**src/rtl/hid_uart_decoder.sv**
```systemverilog
// hid_uart_decoder
//   UART-side reader for a serialized HID report link. An 8N1 byte
//   receiver feeds a packet parser that deframes 11-byte packets
//   (A5, TYPE, P0..P7, CSUM) and publishes decoded HID fields when the
//   XOR checksum matches.
//
// Ports
//   clk            system clock
//   resetn         asynchronous active-low reset
//   uart_rx        serial input, idle high, asynchronous to clk
//   typ            0 none, 1 keyboard, 2 mouse, 3 gamepad
//   report         one-cycle pulse per accepted packet
//   key_modifiers, key1..key4      keyboard fields
//   mouse_btn, mouse_dx, mouse_dy  mouse fields (deltas signed)
//   game_btn       {sta, sel, y, x, b, a, d, u, r, l}, bit0 = l
//   dbg_report     raw payload of last accepted packet, byte0 in [7:0]
//   frm_err        one-cycle pulse on stop-bit failure
//   sum_err        one-cycle pulse on checksum mismatch
//   dbg_state      {receiver state, parser state} for observation
//
// Handshake: the receiver hands bytes to the parser with byte_valid, a
// single-cycle strobe with rx_byte valid on that same cycle. The parser
// has no back-pressure; it always consumes a byte in the cycle it arrives.
module hid_uart_decoder #(
  parameter int CLK_HZ       = 12000000,
  parameter int BAUD         = 115200,
  parameter int TIMEOUT_BITS = 20
) (
  input  logic        clk,
  input  logic        resetn,
  input  logic        uart_rx,
  output logic [1:0]  typ,
  output logic        report,
  output logic [7:0]  key_modifiers,
  output logic [7:0]  key1,
  output logic [7:0]  key2,
  output logic [7:0]  key3,
  output logic [7:0]  key4,
  output logic [7:0]  mouse_btn,
  output logic [7:0]  mouse_dx,
  output logic [7:0]  mouse_dy,
  output logic [9:0]  game_btn,
  output logic [63:0] dbg_report,
  output logic        frm_err,
  output logic        sum_err,
  output logic [5:0]  dbg_state
);

  localparam int CLKS_PER_BIT = CLK_HZ / BAUD;
  localparam int HALF_BIT     = CLKS_PER_BIT / 2;
  localparam int TO_CLKS      = TIMEOUT_BITS * CLKS_PER_BIT;
  localparam int CNT_W        = $clog2(CLKS_PER_BIT + 1);
  localparam int TO_W         = $clog2(TO_CLKS + 1);
  localparam logic [7:0] SYNC_BYTE = 8'hA5;

  typedef enum logic [2:0] {
    RX_IDLE, RX_START, RX_DATA, RX_STOP, RX_WAIT_HIGH
  } rx_state_t;

  typedef enum logic [2:0] {
    P_HUNT, P_TYPE, P_PAYLOAD, P_CSUM
  } prs_state_t;

  // ---------------------------------------------------------------
  // Input synchronizer; rx_d is one more stage for edge detection.
  // ---------------------------------------------------------------
  logic rx_meta, rx_s, rx_d;

  always_ff @(posedge clk or negedge resetn) begin
    if (!resetn) begin
      rx_meta <= 1'b1;
      rx_s    <= 1'b1;
      rx_d    <= 1'b1;
    end else begin
      rx_meta <= uart_rx;
      rx_s    <= rx_meta;
      rx_d    <= rx_s;
    end
  end

  // ---------------------------------------------------------------
  // Byte receiver
  // ---------------------------------------------------------------
  rx_state_t        rx_state;
  logic [CNT_W-1:0] clk_cnt;
  logic [2:0]       bit_idx;
  logic [7:0]       rx_shift;

  wire stop_sample = (rx_state == RX_STOP) && (clk_cnt == CNT_W'(CLKS_PER_BIT - 1));
  // byte_valid and frm_det fire on the stop-sample cycle itself so the
  // parser's registered outputs land exactly one clock later.
  wire       byte_valid = stop_sample && rx_s;
  wire       frm_det    = stop_sample && !rx_s;
  wire [7:0] rx_byte    = rx_shift;

  always_ff @(posedge clk or negedge resetn) begin
    if (!resetn) begin
      rx_state <= RX_IDLE;
      clk_cnt  <= '0;
      bit_idx  <= '0;
      rx_shift <= '0;
      frm_err  <= 1'b0;
    end else begin
      frm_err <= 1'b0;
      case (rx_state)
        RX_IDLE: begin
          clk_cnt <= '0;
          if (rx_d && !rx_s) rx_state <= RX_START;
        end
        RX_START: begin
          if (clk_cnt == CNT_W'(HALF_BIT - 1)) begin
            clk_cnt <= '0;
            bit_idx <= '0;
            // A start bit that is already high again was a glitch.
            rx_state <= rx_s ? RX_IDLE : RX_DATA;
          end else begin
            clk_cnt <= clk_cnt + 1'b1;
          end
        end
        RX_DATA: begin
          if (clk_cnt == CNT_W'(CLKS_PER_BIT - 1)) begin
            clk_cnt  <= '0;
            rx_shift <= {rx_s, rx_shift[7:1]};  // LSB first
            if (bit_idx == 3'd7) rx_state <= RX_STOP;
            else                 bit_idx  <= bit_idx + 1'b1;
          end else begin
            clk_cnt <= clk_cnt + 1'b1;
          end
        end
        RX_STOP: begin
          if (stop_sample) begin
            clk_cnt <= '0;
            if (rx_s) begin
              rx_state <= RX_IDLE;
            end else begin
              frm_err  <= 1'b1;
              rx_state <= RX_WAIT_HIGH;
            end
          end else begin
            clk_cnt <= clk_cnt + 1'b1;
          end
        end
        RX_WAIT_HIGH: begin
          // Do not re-arm on a line stuck low after a bad stop bit.
          if (rx_s) rx_state <= RX_IDLE;
        end
        default: rx_state <= RX_IDLE;
      endcase
    end
  end

  // ---------------------------------------------------------------
  // Packet parser
  // ---------------------------------------------------------------
  prs_state_t      prs_state;
  logic [1:0]      typ_lat;
  logic [2:0]      pay_idx;
  logic [63:0]     payload;
  logic [7:0]      csum_acc;
  logic [TO_W-1:0] to_cnt;

  wire timed_out = (to_cnt == TO_W'(TO_CLKS));

  always_ff @(posedge clk or negedge resetn) begin
    if (!resetn) begin
      prs_state     <= P_HUNT;
      typ_lat       <= '0;
      pay_idx       <= '0;
      payload       <= '0;
      csum_acc      <= '0;
      to_cnt        <= '0;
      typ           <= '0;
      report        <= 1'b0;
      sum_err       <= 1'b0;
      key_modifiers <= '0;
      key1          <= '0;
      key2          <= '0;
      key3          <= '0;
      key4          <= '0;
      mouse_btn     <= '0;
      mouse_dx      <= '0;
      mouse_dy      <= '0;
      game_btn      <= '0;
      dbg_report    <= '0;
    end else begin
      report  <= 1'b0;
      sum_err <= 1'b0;

      // Inter-byte idle counter, saturating, cleared by each new byte.
      if (prs_state == P_HUNT || byte_valid) to_cnt <= '0;
      else if (!timed_out)                   to_cnt <= to_cnt + 1'b1;

      if (prs_state != P_HUNT && (frm_det || timed_out)) begin
        prs_state <= P_HUNT;
      end else if (byte_valid) begin
        case (prs_state)
          P_HUNT: begin
            if (rx_byte == SYNC_BYTE) prs_state <= P_TYPE;
          end
          P_TYPE: begin
            if (rx_byte == SYNC_BYTE) begin
              prs_state <= P_TYPE;  // resync on a repeated sync byte
            end else if (rx_byte >= 8'd1 && rx_byte <= 8'd3) begin
              typ_lat   <= rx_byte[1:0];
              csum_acc  <= rx_byte;
              pay_idx   <= '0;
              prs_state <= P_PAYLOAD;
            end else begin
              prs_state <= P_HUNT;
            end
          end
          P_PAYLOAD: begin
            // Shift in from the top so P0 ends up in payload[7:0].
            payload  <= {rx_byte, payload[63:8]};
            csum_acc <= csum_acc ^ rx_byte;
            pay_idx  <= pay_idx + 1'b1;
            if (pay_idx == 3'd7) prs_state <= P_CSUM;
          end
          P_CSUM: begin
            prs_state <= P_HUNT;
            if (rx_byte == csum_acc) begin
              report     <= 1'b1;
              typ        <= typ_lat;
              dbg_report <= payload;
              case (typ_lat)
                2'd1: begin
                  key_modifiers <= payload[7:0];
                  key1          <= payload[23:16];
                  key2          <= payload[31:24];
                  key3          <= payload[39:32];
                  key4          <= payload[47:40];
                end
                2'd2: begin
                  mouse_btn <= payload[7:0];
                  mouse_dx  <= payload[15:8];
                  mouse_dy  <= payload[23:16];
                end
                2'd3: begin
                  game_btn <= {payload[9:8], payload[7:0]};
                end
                default: ;
              endcase
            end else begin
              sum_err <= 1'b1;
            end
          end
          default: prs_state <= P_HUNT;
        endcase
      end
    end
  end

  assign dbg_state = {rx_state, prs_state};

endmodule

```
**config.mk**
```make
export PLATFORM = sky130hd
export DESIGN_NAME = hid_uart_decoder
export DESIGN_NICKNAME = d
export VERILOG_FILES = /design/src/rtl/hid_uart_decoder.sv
export SDC_FILE = /design/constraint.sdc
export NUM_CORES = 1
export LEC_CHECK = 0
export ABC_AREA = 1
export BUFFER_PORTS_ARGS = -buffer_cell sky130_fd_sc_hd__buf_2
export CAP_MARGIN = 20
export CELL_PAD_IN_SITES_DETAIL_PLACEMENT = 1
export CELL_PAD_IN_SITES_GLOBAL_PLACEMENT = 2
export CORE_ASPECT_RATIO = 0.5
export CORE_UTILIZATION = 31
export DETAILED_ROUTE_END_ITERATION = 6
export GPL_TIMING_DRIVEN = 0
export PLACE_DENSITY_LB_ADDON = 0.1
export SYNTH_ARGS = -nofsm -noshare
export SYNTH_HDL_FRONTEND = slang
export SYNTH_SLANG_ARGS = --single-unit
```
**constraint.sdc**
```tcl
create_clock -name clk -period 1.9 [get_ports clk]
set_input_delay 0.095 -clock clk [delete_from_list [all_inputs] [get_ports clk]]
set_output_delay 0.095 -clock clk [all_outputs]
set_load 0.005 [all_outputs]
```
; Word level (Yosys, flattened, before mapping)
; Cells that the tools add are included.
[classes]
bitwise = 3
n_eq_ne = 29
order_cmp = 2
n_addsub = 4
n_reduce_logical = 27
n_mux = 43
[ops]
columns = cell, count
row1 = 3-bit 2-to-1 mux, 16
row2 = 7-bit case mux with 4 select lines, 1
row3 = 5-bit AND reduction, 5
row4 = 12-bit 2-to-1 mux, 2
row5 = 7-bit 2-to-1 mux, 3
row6 = 2-bit != test (second input constant), 9
row7 = 8-bit 2-to-1 mux, 2
row8 = 8-bit case mux with 2 select lines, 1
row9 = 3-bit case mux with 5 select lines, 1
row10 = 12-bit by 1-bit adder with 12-bit output (second input constant), 1
row11 = 12-bit equality test (second input constant), 1
row12 = 3-bit by 2-bit equality test with 1-bit output (second input constant), 4
row13 = 3-bit case mux with 2 select lines, 2
row14 = 1-bit 2-to-1 mux, 11
row15 = 3-bit equality test (second input constant), 3
row16 = 3-bit case mux with 3 select lines, 1
row17 = 8-bit equality test, 1
row18 = 8-bit equality test (second input constant), 1
row19 = 8-bit by 1-bit greater-or-equal comparator with 1-bit output (second input constant), 1
row20 = 8-bit by 2-bit less-or-equal comparator with 1-bit output (second input constant), 1
row21 = 4-bit AND reduction, 2
row22 = 8-bit bitwise XOR, 1
row23 = 7-bit by 1-bit adder with 7-bit output (second input constant), 1
row24 = 7-bit by 6-bit equality test with 1-bit output (second input constant), 1
row25 = other kinds (20), 36
[totals]
out_inout_bits = 149
word_cells = 135
input_bits = 3
reg_bits = 259

; Longest topological paths before layout
; Gate-level depths: netlist of the first run.
[depth]
ltp_word = 7
depth_mapped = 12
mapped_depth_nobuf = 11

; Worst setup path before layout of the first run
; Ideal clock, no wire load.
[synth_path]
path_type = reg-to-reg
startpoint = register clk_cnt[0]
endpoint = register dbg_report[25]
period_less_slack_ns = 1.948
path_buffers = 2
slack_ns = -0.048
setup_time_ns = 0.117
required_time_ns = 1.783
path_stages_with_launch = 13
arrival_time_ns = 1.831
path_cell_list = dfrtp_1 ha_1 nand2_1 nor2_1 nand2_1 nor3_4 inv_2 a21oi_2 nand2_1 buf_2 buf_2 nand2_1 nand2_1
[synth_between]
elab_chain_len = 7
elab_cells_between_ends = 8
classes_between = eq/ne: 1 / bitwise: 1 / reduce/logical: 6
[synth_lines]
columns = element, line
row1 = start: declaration, 85  ; logic [CNT_W-1:0] clk_cnt;
row2 = start signal: assignment, 117  ; clk_cnt <= clk_cnt + 1'b1;
row3 = start signal: assignment, 127  ; clk_cnt <= clk_cnt + 1'b1;
row4 = start signal: assignment, 140  ; clk_cnt <= clk_cnt + 1'b1;
row5 = 7-bit equality test *, 89  ; wire stop_sample = (rx_state == RX_STOP) && (clk_cnt == CNT_W'(CLKS_PER_BIT - 1));
row6 = 1-bit logical AND *, 89
row7 = 1-bit logical AND, 93  ; wire frm_det = stop_sample && !rx_s;
row8 = 1-bit logical OR, 193  ; if (prs_state != P_HUNT && (frm_det || timed_out)) begin
row9 = 1-bit logical AND, 193
row10 = 1-bit inverter (no source line), n/a
row11 = 4-bit AND reduction (no source line) *, n/a
row12 = end signal: assignment, 224  ; dbg_report <= payload;
row13 = end: declaration, 43  ; output logic [63:0] dbg_report,
; Mark *: on every way between the ends. The rest lies on a longest branch, timed or not.
; A chain may end at the register's enable or synchronous reset.

; Final worst setup path of the first run
; Same ends and word-level chain as after synthesis.

==> results.txt, run 1 <==
Placed cell count -> 1,907
Hold depth -> 2
GR Overflow Total -> 0
Top delay family on crit path -> simple AND/OR/NAND/NOR gates
Hold EP -> rx_meta
CP max stage cell -> dfrtp_1
Gr usage total -> 21.6%
DRC viols -> 0
Row count -> 48
Final worst path period share -> 112%
Syn_nets -> 1,290
Netlist cell types -> 30
Most frequent cells in the layout -> nand2_1 (306), dfrtp_1 (247), buf_2 (152)
HPWL Detailed -> 25,800 um
Initial core utilization -> 31.6%
Final core utilization -> 45.9%
CP peak stage delay -> 400 ps
Crit path arrival time -> 2550 ps
Initial antenna violation count -> 0
TritonCTS clock tree -> built
Logic gate share of total power -> 4.8%
Ant diodes -> 0
WP data required -> 2320 ps
Clk root buf -> clkbuf_16
Worst Path Buf+Inv -> 4
Vias per cell -> 4.92
Sw frac -> 23.3%
Final setup vio count -> 214
Min-delay src -> uart_rx
Die height -> 135 um
Avg Cell Area, Syn -> 8.56 um^2
Clk pwr share -> 46.4%
Drt initial violations -> 547
CTS H-tree depth -> 1
Pwr Density -> 724 mW/mm^2
VDD IR max -> 0.000445 V
CP Max Fanout -> 6
Antenna Nets Post-Route -> 0
Setup TNS -> -30,690 ps
Sinks on Clock Net -> 258
Critical path launch point type -> register
R2R Setup Slk -> -220 ps
Layout area overhead -> 45.3%
First-pass GRT wire length -> 60,700 um
Reg power frac -> 48.8%
First drt pass iteration count -> 5
Max-Cap Viols -> 0
Reg-to-Reg End -> dbg_report[25]
Die W -> 268 um
Failing checks -> negative setup slack
Leak -> 8.54 nW
Inserted Clock Buffers -> 26
Crit. End Element -> register
Clock buffer depth -> 3
Synth Register Bits -> 258
Worst r2r path cells -> 13
Vias -> 9,968
Worst-Margin Slew -> 902 ps
Total core area -> 0.0347 mm^2
Vias in the first global route -> 10,400
RR Startpoint -> clk_cnt[0]
Most common cell after layout, fill and taps aside -> nand2_1
Max Clock Skew -> 11.7 ps
Final worst setup slack -> -221 ps
Final min period -> 2120 ps
Status -> complete, but fails checks
Clock Pin Slew Worst Setup and Hold Paths -> 60 ps
Share of cells above drive strength 1 -> 38.7%
Net Sw Power -> 0.00268 W
Nets@finish -> 1,542
Fill cells -> 3,979
Internal power -> 0.00884 W
RD Place Congestion -> 0.774
Synthesized netlist cell count -> 1,280
Synthesized cell area -> 0.0110 mm^2
Io pins -> 152
Slew margin rel. -> 39.9%
Routed WL -> 39,100 um
Critical path class -> register to register
Clock Latency Late Sink -> 540 ps
Die area -> 0.0362 mm^2
Wire per inst -> 19.3 um
Yosys warns -> 0
Slew Limit Fails -> 0
Worst min path class -> input port to register
Final cell count without fillers -> 2,026
Fin. Hold Viols -> 0
Crit-path cells -> ha_4, nand2_4, nor2_4, nand2_4, nor3_4, inv_2, a21oi_4, buf_12, nand2_8, clkbuf_16, buf_8, nand2_1, nand2_1
Largest net degree at the start of global routing -> 108
Seq/Total Area, Yosys -> 58.9%
I/O Buffers -> 150
Max Freq -> 471 MHz
Unrepaired setup endpoints after global routing -> yes
[logic make-up after synthesis]
logic type / Yosys count / synth area share (%)
buffers and inverters: 139 / 5.13
flip-flops: 258 / 58.9
adder cells (fa/ha/maj): 7 / 0.799
AND/OR/NAND/NOR: 742 / 28.7
AO/OA/AOI/OAI: 133 / 6.36
other: 1 / 0.0342
[sequential cells by signal (all words and copies together) (netlist names), 10 cells and up]
| register | count |
|---|---|
| game_btn | 10 |
| to_cnt | 12 |
| payload | 64 |
| dbg_report | 64 |
[power groups by stage]
stage / clock, W / sequential [W] / combinational, W
global route: 0.00569 / 0.00562 / 0.000641
CTS: 0.00550 / 0.00561 / 0.000542
finish: 0.00535 / 0.00562 / 0.000558
detailed placement: 0 / 0.00571 / 0.000504
floorplan: 0 / 0.00569 / 0.000261
global placement: 0 / 0.00571 / 0.000469
[through the flow]
step | setup slack [ps] | hold slack, ps | area, um^2 | total power (W)
global route | -346 | 176 | 15900 | 0.0120
CTS | -157 | 163 | 14900 | 0.0117
finish | -221 | 191 | 15900 | 0.0115
global placement | -4210 | 201 | 12300 | 0.00618
detailed placement | -982 | 204 | 12400 | 0.00621
floorplan | 4.39 | -201 | 11000 | 0.00595
[metal layers]
metal | routed length (um) | GRT usage, %
met5 | 0 | 0
met4 | 716 | 4.25
met3 | 1350 | 3.23
met2 | 19100 | 36.4
met1 | 17900 | 29.6
[area by class of cell]
type | instances | area [um^2] | share of cell area [%]
timing repair buffer | 228 | 1820 | 11.4
buffer | 74 | 865 | 5.43
multi-input combinational | 883 | 5070 | 31.9
clock buffer | 44 | 800 | 5.02
sequential | 258 | 6470 | 40.6
clock inverter | 3 | 65.1 | 0.409
inverter | 61 | 231 | 1.45
tap | 475 | 594 | 3.73
[synthesized netlist by cell type (all sizes together)]
cell	count	share of area [%]
nand2	512	18
dfrtp	255	58
o21ai	100	4.6
nand4	86	4.9
nand3	83	3.8
inv	61	2.1
clkbuf	47	1.6
nor2	42	1.5
buf	31	1.4
a21oi	21	0.99
nor3	14	0.74
ha	7	0.80
o211ai	4	0.27
dfstp	3	0.72
a21boi	2	0.14
nor4	2	0.11
o21a	2	0.14
or2	2	0.11
a211oi	1	0.069
a31oi	1	0.057
and3	1	0.057
conb	1	0.034
o22ai	1	0.057
o31ai	1	0.069
[worst max path at each step]
stage | start | endpoint | slack (ps) | depth (start not counted)
4_1_cts | clk_cnt[1] | dbg_report[34] | -160 | 13
2_1_floorplan | clk_cnt[0] | dbg_report[25] | 4 | 12
3_3_place_gp | resetn | bit_idx[1] | -4210 | 1
3_5_place_dp | rx_byte[7] | key3[2] | -980 | 11
5_1_grt | clk_cnt[0] | dbg_report[25] | -350 | 13
6_report | clk_cnt[0] | dbg_report[25] | -220 | 13
[timing repair]
item | in CTS | in global routing
buffers inserted | 47 | 3
resized for setup | 371 | 249
endpoints found under the hold margin | 106 | 0
setup endpoints to repair | 244 | 237
pin swaps | 45 | 23
hold buffers | 2 | 0
gates cloned | 15 | 11
Note: power is estimated with default switching activity, not from simulation.
==> run 2: changes to the inputs <==
--- a/config.mk
+++ b/config.mk
@@ -13,3 +13,4 @@
 export CORE_ASPECT_RATIO = 0.5
-export CORE_UTILIZATION = 31
+export CORE_UTILIZATION = 39
+export CTS_BUF_LIST = sky130_fd_sc_hd__clkbuf_8
 export DETAILED_ROUTE_END_ITERATION = 6
==> constraint.sdc (replaced) <==
create_clock -name clk -period 2.64 [get_ports clk]
set_input_delay 0 -clock clk [delete_from_list [all_inputs] [get_ports clk]]
set_output_delay 0 -clock clk [all_outputs]
set_load 0.005 [all_outputs]
==> results.txt, run 2 (synthesized netlist as in run 1, its figures left out) <==
HPWL Detailed -> 24,100 um (was 25,800 um)
Slew margin rel. -> 38.2% (was 39.9%)
CTS H-tree depth -> 2 (was 1)
RD Place Congestion -> 0.825 (was 0.774)
Inserted Clock Buffers -> 40 (was 26)
Largest registers -> dbg_report (64), payload (64), to_cnt (12) (unchanged)
Hold_ws -> -4.59 ps (was 191 ps)
TritonCTS clock tree -> built (unchanged)
Initial antenna violation count -> 0 (unchanged)
Sinks on Clock Net -> 258 (unchanged)
Final core utilization -> 48.7% (was 45.9%)
DRC viols -> 0 (unchanged)
Vias per cell -> 5.14 (was 4.92)
First-pass GRT wire length -> 55,300 um (was 60,700 um)
WP data required -> 3080 ps (was 2320 ps)
Layout area overhead -> 19.9% (was 45.3%)
Most frequent cells in the layout -> nand2_1 (510), dfrtp_1 (255), buf_2 (171) (was nand2_1 (306), dfrtp_1 (247), buf_2 (152))
Critical path class -> register to register (unchanged)
CP Max Fanout -> 10 (was 6)
Final min period -> 2460 ps (was 2120 ps)
Initial core utilization -> 40.6% (was 31.6%)
Die area -> 0.0288 mm^2 (was 0.0362 mm^2)
Routed WL -> 34,100 um (was 39,100 um)
Final worst path period share -> 93.3% (was 112%)
VDD IR max -> 0.000444 V (was 0.000445 V)
Max Clock Skew -> 25.8 ps (was 11.7 ps)
Most common cell after layout, fill and taps aside -> nand2_1 (unchanged)
Critical path launch point type -> register (unchanged)
First drt pass iteration count -> 5 (unchanged)
Total core area -> 0.0270 mm^2 (was 0.0347 mm^2)
Io pins -> 152 (unchanged)
Gr usage total -> 24.6% (was 21.6%)
Flip-flop and latch area -> 0.00646 mm^2 (was 0.00647 mm^2)
Unrepaired setup endpoints after global routing -> no (was yes)
Nets@finish -> 1,491 (was 1,542)
I/O Buffers -> 150 (unchanged)
Pwr Density -> 589 mW/mm^2 (was 724 mW/mm^2)
Fin. Hold Viols -> 1 (was 0)
Die W -> 239 um (was 268 um)
Final setup vio count -> 0 (was 214)
Die height -> 121 um (was 135 um)
Fill cells -> 3,385 (was 3,979)
Max Freq -> 406 MHz (was 471 MHz)
Status -> complete, but fails checks (unchanged)
Multi-input gate area -> 0.00396 mm^2 (was 0.00507 mm^2)
Clock Pin Slew Worst Setup and Hold Paths -> 60 ps (about the same)
Vias in the first global route -> 10,100 (was 10,400)
Worst min path class -> input port to async pin (was input port to register)
Share of cells above drive strength 1 -> 18.2% (was 38.7%)
Slew Limit Fails -> 0 (unchanged)
R2R Setup Slk -> 180 ps (was -220 ps)
Worst-Margin Slew -> 920 ps (was 902 ps)
Wire per inst -> 18.1 um (was 19.3 um)
Crit. End Element -> register (unchanged)
Failing checks -> negative hold slack (was negative setup slack)
GR Overflow Total -> 0 (unchanged)
Max-Cap Viols -> 0 (unchanged)
Drt initial violations -> 669 (was 547)
Final total power -> 0.00774 W (was 0.0115 W)
Clock buffer depth -> 3 (unchanged)
Leak -> 7.58 nW (was 8.54 nW)
Largest net degree at the start of global routing -> 107 (was 108)
Row count -> 42 (was 48)
Vias -> 9,671 (was 9,968)
Antenna Nets Post-Route -> 0 (unchanged)
Clk root buf -> clkbuf_8 (was clkbuf_16)
Clock Latency Late Sink -> 570 ps (was 540 ps)
Crit path arrival time -> 2910 ps (was 2550 ps)
-- run 2: changes by cell type in the layout (fill, tap and decap cells not counted), moves of 27 or more --
| cell | change |
|---|---|
| o21ai_1 | -37 |
| buf_8 | -27 |
| o21ai_0 | +74 |
| nand2_2 | -136 |
| clkbuf_16 | -44 |
| clkbuf_8 | +41 |
| nand2_4 | -66 |
| nand2_1 | +204 |
| o21ai_2 | -34 |
-- run 2: worst max-delay path, cell delays in order, from the launching register on --
cell     delay, ps
dfrtp_1        350
ha_1           210
nand2_1        120
nor2_2         170
nand2_2        120
nor3_4         250
inv_2           80
a21oi_4        240
nand2_1        190
buf_4          250
buf_2          210
nand2_1         90
nand2_1         60
-- run 2: stage by stage --
stage / setup WS, ps / TNS [ps] / area, um^2 / std cells
6_report: 177 / 0 / 13100 / 1882
5_1_grt: 11.8 / 0 / 13100 / 1881
4_1_cts: 3.19 / 0 / 13100 / 1880
3_5_place_dp: -252 / -19080 / 12200 / 1806
3_3_place_gp: -3190 / -815940 / 12200 / 1804
2_1_floorplan: 692 / 0 / 11000 / 1280
-- run 2: path summary, 6_finish.rpt --
check | startpoint | endpoint | depth (start not counted)
max in group asynchronous | resetn | rx_d | 4
min | resetn | dbg_report[19] | 2
min in group clk | uart_rx | rx_meta | 2
max | clk_cnt[0] | dbg_report[45] | 12
min reg2reg | rx_meta | rx_s | 0
max reg2reg | clk_cnt[0] | dbg_report[45] | 12
-- run 2: layout make-up --
| class | count | share of cell area (%) |
|---|---|---|
| repair buffers | 160 | 6.70 |
| clock inverters | 17 | 0.543 |
| diodes | 1 | 0.0190 |
| multi-input cells | 883 | 30.2 |
| flip-flops and latches | 258 | 49.1 |
| plain buffers | 77 | 2.79 |
| clock buffers | 51 | 5.34 |
| inverters | 61 | 1.74 |
| well taps | 374 | 3.56 |
-- run 2: timing repair --
action                     CTS  global route
hold endpoints to repair   147             0
hold buffers                 2             0
pin swaps                    2             1
setup buffers                4             2
setup endpoints to repair  171           196
resized for setup            4            43
-- run 2: power breakdown --
group          total, W  switching [W]  internal (W)
combinational  0.000351       0.000249      0.000102
clock           0.00336        0.00163       0.00173
sequential      0.00403      0.0000374       0.00399
total           0.00774        0.00192       0.00582
-- run 2: per-layer routing --
| metal | wire length (um) | vias up | GRT usage [%] |
|---|---|---|---|
| met5 | 0 | - | 0 |
| met3 | 1380 | 54 | 4.09 |
| li1 | - | 4598 | - |
| met2 | 15600 | 168 | 38.6 |
| met1 | 16400 | 4851 | 35.0 |
| met4 | 768 | 0 | 7.69 |
